[src/rtl/muldiv_seq_pkg.sv]
// Shared definitions for the sequential multiply/divide unit:
// operation encodings, FSM state enum and op decode helpers.
package muldiv_seq_pkg;

    typedef enum logic [1:0] {
        OP_MULT  = 2'b00,
        OP_MULTU = 2'b01,
        OP_DIV   = 2'b10,
        OP_DIVU  = 2'b11
    } op_t;

    typedef enum logic [2:0] {
        S_IDLE = 3'd0,
        S_PREP = 3'd1,
        S_RUN  = 3'd2,
        S_FIX  = 3'd3,
        S_DONE = 3'd4
    } state_t;

    function automatic logic op_is_div(input op_t o);
        return o[1];
    endfunction

    function automatic logic op_is_signed(input op_t o);
        return ~o[0];
    endfunction

endpackage

[src/rtl/muldiv_step.sv]
// One combinational iteration: shift-add for multiply, restoring
// shift-subtract for divide, on unsigned magnitudes held in acc_hi/acc_lo.
module muldiv_step #(
    parameter int WIDTH = 32
) (
    input  logic             div_mode,
    input  logic [WIDTH-1:0] acc_hi,
    input  logic [WIDTH-1:0] acc_lo,
    input  logic [WIDTH-1:0] operand,
    output logic [WIDTH-1:0] nxt_hi,
    output logic [WIDTH-1:0] nxt_lo
);

    logic [WIDTH:0] sum;
    logic [WIDTH:0] shifted;
    logic [WIDTH:0] diff;

    always_comb begin
        sum     = {1'b0, acc_hi} + (acc_lo[0] ? {1'b0, operand} : '0);
        shifted = {acc_hi, acc_lo[WIDTH-1]};
        diff    = shifted - {1'b0, operand};
        nxt_hi  = sum[WIDTH:1];
        nxt_lo  = {sum[0], acc_lo[WIDTH-1:1]};
        if (div_mode) begin
            // Remainder stays below the divisor, so diff[WIDTH] is a clean borrow flag.
            if (!diff[WIDTH]) begin
                nxt_hi = diff[WIDTH-1:0];
                nxt_lo = {acc_lo[WIDTH-2:0], 1'b1};
            end else begin
                nxt_hi = shifted[WIDTH-1:0];
                nxt_lo = {acc_lo[WIDTH-2:0], 1'b0};
            end
        end
    end

endmodule

[src/rtl/muldiv_seq.sv]
// Iterative MULT/MULTU/DIV/DIVU unit with MIPS-style HI/LO registers.
// valid/ready: start is accepted only when busy is low; done pulses once per accepted start.
module muldiv_seq
    import muldiv_seq_pkg::*;
#(
    parameter int WIDTH = 32,
    parameter int CNT_W = $clog2(WIDTH + 1)
) (
    input  logic             clk,
    input  logic             reset,
    input  logic             start,
    input  logic [1:0]       op,
    input  logic [WIDTH-1:0] a,
    input  logic [WIDTH-1:0] b,
    input  logic             hi_we,
    input  logic             lo_we,
    input  logic [WIDTH-1:0] wdata,
    output logic             busy,
    output logic             done,
    output logic             divzero,
    output logic [WIDTH-1:0] hi,
    output logic [WIDTH-1:0] lo,
    output state_t           state
);

    state_t           nxt_state;
    op_t              op_q;
    logic [WIDTH-1:0] a_q, b_q;
    logic [WIDTH-1:0] acc_hi, acc_lo, operand;
    logic [WIDTH-1:0] step_hi, step_lo;
    logic [CNT_W-1:0] cnt;
    logic             neg_q, rneg_q, divzero_q;

    logic             a_neg, b_neg, is_div, b_zero;
    logic [WIDTH-1:0] a_mag, b_mag;
    logic [2*WIDTH-1:0] prod, prod_fix;
    logic [WIDTH-1:0] fix_hi, fix_lo;

    muldiv_step #(.WIDTH(WIDTH)) u_step (
        .div_mode (is_div),
        .acc_hi   (acc_hi),
        .acc_lo   (acc_lo),
        .operand  (operand),
        .nxt_hi   (step_hi),
        .nxt_lo   (step_lo)
    );

    always_comb begin
        is_div   = op_is_div(op_q);
        b_zero   = (b_q == '0);
        a_neg    = op_is_signed(op_q) & a_q[WIDTH-1];
        b_neg    = op_is_signed(op_q) & b_q[WIDTH-1];
        a_mag    = a_neg ? -a_q : a_q;
        b_mag    = b_neg ? -b_q : b_q;
        prod     = {acc_hi, acc_lo};
        prod_fix = neg_q ? -prod : prod;
        {fix_hi, fix_lo} = prod_fix;
        if (is_div) begin
            fix_lo = neg_q  ? -acc_lo : acc_lo;
            fix_hi = rneg_q ? -acc_hi : acc_hi;
        end
    end

    always_comb begin
        nxt_state = state;
        case (state)
            S_IDLE: if (start) nxt_state = S_PREP;
            S_PREP: nxt_state = (is_div && b_zero) ? S_DONE : S_RUN;
            S_RUN:  if (cnt == CNT_W'(WIDTH - 1)) nxt_state = S_FIX;
            S_FIX:  nxt_state = S_DONE;
            S_DONE: nxt_state = S_IDLE;
            default: nxt_state = S_IDLE;
        endcase
    end

    always_ff @(posedge clk) begin
        if (!reset) begin
            state     <= S_IDLE;
            op_q      <= OP_MULT;
            a_q       <= '0;
            b_q       <= '0;
            acc_hi    <= '0;
            acc_lo    <= '0;
            operand   <= '0;
            cnt       <= '0;
            neg_q     <= 1'b0;
            rneg_q    <= 1'b0;
            divzero_q <= 1'b0;
            hi        <= '0;
            lo        <= '0;
        end else begin
            state <= nxt_state;
            case (state)
                S_IDLE: begin
                    if (start) begin
                        op_q <= op_t'(op);
                        a_q  <= a;
                        b_q  <= b;
                    end
                    if (hi_we) hi <= wdata;
                    if (lo_we) lo <= wdata;
                end
                S_PREP: begin
                    acc_hi    <= '0;
                    acc_lo    <= a_mag;
                    operand   <= b_mag;
                    cnt       <= '0;
                    neg_q     <= a_neg ^ b_neg;
                    rneg_q    <= a_neg;
                    divzero_q <= is_div & b_zero;
                end
                S_RUN: begin
                    acc_hi <= step_hi;
                    acc_lo <= step_lo;
                    cnt    <= cnt + CNT_W'(1);
                end
                S_FIX: begin
                    hi <= fix_hi;
                    lo <= fix_lo;
                end
                default: ;
            endcase
        end
    end

    assign busy    = (state != S_IDLE);
    assign done    = (state == S_DONE);
    assign divzero = done & divzero_q;

endmodule

[config.mk]
export PLATFORM = sky130hd
export DESIGN_NAME = muldiv_seq
export DESIGN_NICKNAME = d
export VERILOG_FILES = /design/src/rtl/muldiv_seq_pkg.sv /design/src/rtl/muldiv_step.sv /design/src/rtl/muldiv_seq.sv
export SDC_FILE = /design/constraint.sdc
export NUM_CORES = 1
export LEC_CHECK = 0
export CAP_MARGIN = 20
export CORE_UTILIZATION = 30
export CTS_CLUSTER_SIZE = 12
export DETAILED_ROUTE_END_ITERATION = 10
export SLEW_MARGIN = 10
export SYNTH_ARGS = -nofsm -noshare
export SYNTH_HDL_FRONTEND = slang
export SYNTH_HIERARCHICAL = 1
export SYNTH_SLANG_ARGS = --single-unit
[constraint.sdc]
create_clock -name clk -period 3.8 [get_ports clk]
set_input_delay 0.57 -clock clk [delete_from_list [all_inputs] [get_ports clk]]
set_output_delay 0.57 -clock clk [all_outputs]
set_load 0.005 [all_outputs]
==> results.json <==
{
  "path_clk_slew_ps": 70,
  "cp_slowest_cell": "dfxtp_1",
  "crit_fanout": 25,
  "htree_levels": 1,
  "finClkSkew_ps": 14.6,
  "core_area_um2": 55500,
  "wl_per_cell_um": 19.1,
  "p_int_mw": 5.29,
  "synthFlopType": "dfxtp_1",
  "synth_area_per_cell_um2": 7.56,
  "crit_top_cell": "nor2_1",
  "initial_core_util_pct": 30.6,
  "fin_nets": 2548,
  "fillCellCount": 5888,
  "slew_viol_final": 0,
  "postCtsSetupBuffers": 0,
  "syn2layout_area_growth_pct": 21.4,
  "synthCells": 2248,
  "p_leak_nw": 8.00,
  "cap_violations": 0,
  "io_pins": 173,
  "critPathArrivalTime_ps": 4080,
  "tritoncts": "done",
  "async_reset_ff_share_pct": 0,
  "syn_nets": 2422,
  "dieArea_um2": 57600,
  "p_sw_mw": 2.51,
  "combPwrFrac_pct": 26.5,
  "max-vdd-ir-drop_uv": 339,
  "ys_seq_elements": 238,
  "port_buffers": 172,
  "post-route-period-util_pct": 93.9,
  "fin_ws_ps": 233,
  "critical_path_buf_inv_count": 1,
  "num_antenna_cells": 0,
  "grt_pass1_wl_um": 93100,
  "finalSetupViolCount": 0,
  "critical_path.top_delay_family": "compound AO/OA/AOI/OAI gates",
  "report.final.hold_viol_count": 0,
  "pwr-share-seq_pct": 36.4,
  "gp_congestion": 0.940,
  "antenna_found_initial": 0,
  "p_per_area_nw_per_um2": 379,
  "wl_um": 59900,
  "yosysWarningCount": 6,
  "yosys.area.top_type": "dfxtp_1",
  "min_period_ps": 3570,
  "die-height_um": 240,
  "synth_edf_count": 0,
  "p_clk_share_pct": 37.2,
  "grt_pass1_vias": 16300,
  "globalRoute.totalOverflow": 0,
  "status": "completed",
  "drive_gt1_share_pct": 8.31,
  "ys_top_cells_by_area": "dfxtp_1 28%, nand2_1 7.0%, a21oi_1 6.0%",
  "max_stage_delay_ps": 460,
  "worst-setup-path-type": "reg -> reg",
  "worst_setup_path_start_kind": "flip-flop",
  "dr.pass1.iters": 7,
  "fmax_mhz": 280,
  "clock_sinks": 238,
  "cts_buffer_depth": 3,
  "first_iter_violations": 1436,
  "dp_hpwl_um": 45600,
  "holdBufCountCts": 0,
  "track_usage_pct": 20.2,
  "p_sw_share_pct": 32.2,
  "viasPerCell": 5.50,
  "ctsResizeCount": 0,
  "clk_latency_ps": 580,
  "rsz0062_at_grt": "no",
  "synth.distinct_cells": 85,
  "hold_class": "in -> reg",
  "synth-seq-area-share_pct": 28.1,
  "post-place-ws_ps": 188,
  "critPathRequiredTime_ps": 4320,
  "tns_ps": 0,
  "max-slew-margin-rel_pct": 36.9,
  "ant_nets": 0,
  "synth_area_um2": 17000,
  "num_vias": 17300,
  "drc_errors": 0,
  "die_x_um": 240,
  "yosysTopAreaCellShare_pct": 28.1,
  "crit_chain": "buf_4, and2_1, ha_1, a211oi_1, o21bai_1, a21oi_1, nor2_1, a211o_4, a31o_1, a311o_1, a41o_1, a32oi_1, a22oi_1, nor2_1",
  "root_buffer": "clkbuf_16",
  "end_kind": "flip-flop",
  "tightest_slew_ps": 947,
  "row_count": 86,
  "cts_made_buffers": 29,
  "grt_max_degree": 88
}
==> synth_stat cells (all sizes together), types with 31 or more instances <==
cell and number:
a211oi 33, and2 56, xnor2 77, ha 69, nor2 181, dfxtp 238
mux2i 68, inv 63, a31oi 39, nor3 44, a22oi 48, nand2 317
nand3 48, clkbuf 124, and3 31, a21oi 205, xor2 65, o21ai 106
mux2 41
==> worst register-to-register path: stages, from the launching register on <==
cell and delay (ps):
dfxtp_1 460, buf_4 340, and2_1 180, ha_1 280
a211oi_1 280, o21bai_1 130, a21oi_1 170, nor2_1 70
a211o_4 300, a31o_1 240, a311o_1 410, a41o_1 280
a32oi_1 170, a22oi_1 110, nor2_1 110
==> power by group through the flow <==
stage | registers [mW] | clock network (mW) | logic, mW
after floorplan | 2.83 | 0 | 1.35
after global placement | 2.88 | 0 | 2.01
after detailed placement | 2.89 | 0 | 2.03
after CTS | 2.84 | 2.94 | 2.04
after global routing | 2.86 | 3.05 | 2.25
final | 2.84 | 2.90 | 2.07
==> cell usage in the layout, fill, tap and decap left out, types with 38 or more instances in the layout <==
| cell type | count |
|---|---|
| dfxtp_1 | 237 |
| and2_1 | 53 |
| nor2_1 | 180 |
| a22oi_1 | 48 |
| xnor2_1 | 76 |
| xor2_1 | 65 |
| nor3_1 | 43 |
| mux2i_1 | 68 |
| nand3_1 | 48 |
| a31oi_1 | 38 |
| inv_1 | 62 |
| ha_1 | 69 |
| a21oi_1 | 201 |
| buf_4 | 70 |
| clkdlybuf4s50_1 | 171 |
| o21ai_0 | 103 |
| nand2_1 | 316 |
| mux2_2 | 41 |
==> cell families after synthesis <==
family,share of synthesized area [%]
AND/OR/NAND/NOR,23.4
AO/OA/AOI/OAI,24.4
flip-flops,28.1
buffers and inverters,4.71
XOR/XNOR,7.43
multiplexers,6.73
adder cells (fa/ha/maj),5.32
==> per-layer routing <==
layer  track usage [%]  share of wire, %
met1              28.9                47
met2              32.5                45
met3              2.51               6.0
met4              3.55               1.5
met5                 0                 0
==> path summary, 6_finish.rpt <==
kind / startpoint / endpoint / slack, ps / cells past startpoint
worst min register to register: a_q[1] / a_q[1] / 490 / 2
worst max register to register: acc_lo[0] / acc_hi[30] / 230 / 14
worst max-delay path: acc_lo[0] / acc_hi[30] / 230 / 14
worst min-delay path: reset / lo[16] / 360 / 3
==> cell type report <==
cell class              count  area (um^2)  share of cell area, %
repair buffers            243         2250                   10.9
flip-flops and latches    238         4770                   23.1
multi-input cells        1799        11500                   55.5
clock buffers              40          807                   3.91
clock inverters            11          170                  0.825
well taps                 748          936                   4.54
inverters                  63          238                   1.15
==> registers in the layout (all words and copies together), names as in the netlist, 2 cells and up <==
register and cells:
state 3, lo 32, acc_hi 32, hi 32, operand 32, b_q 32
op_q 2, a_q 32, cnt 6, acc_lo 32
==> per-stage QoR <==
stage	hold WS (ps)	power (mW)	cells	utilization (%)	area (um^2)
final	365	7.81	3142	37.1	20600
after global routing	361	8.16	3142	37.1	20600
after CTS	345	7.81	3142	37.1	20600
after detailed placement	480	4.92	3091	35.4	19600
after global placement	461	4.89	3091	35.4	19600
after floorplan	440	4.17	2248	-	17000
No activity file was read; power rests on OpenSTA's default activity.
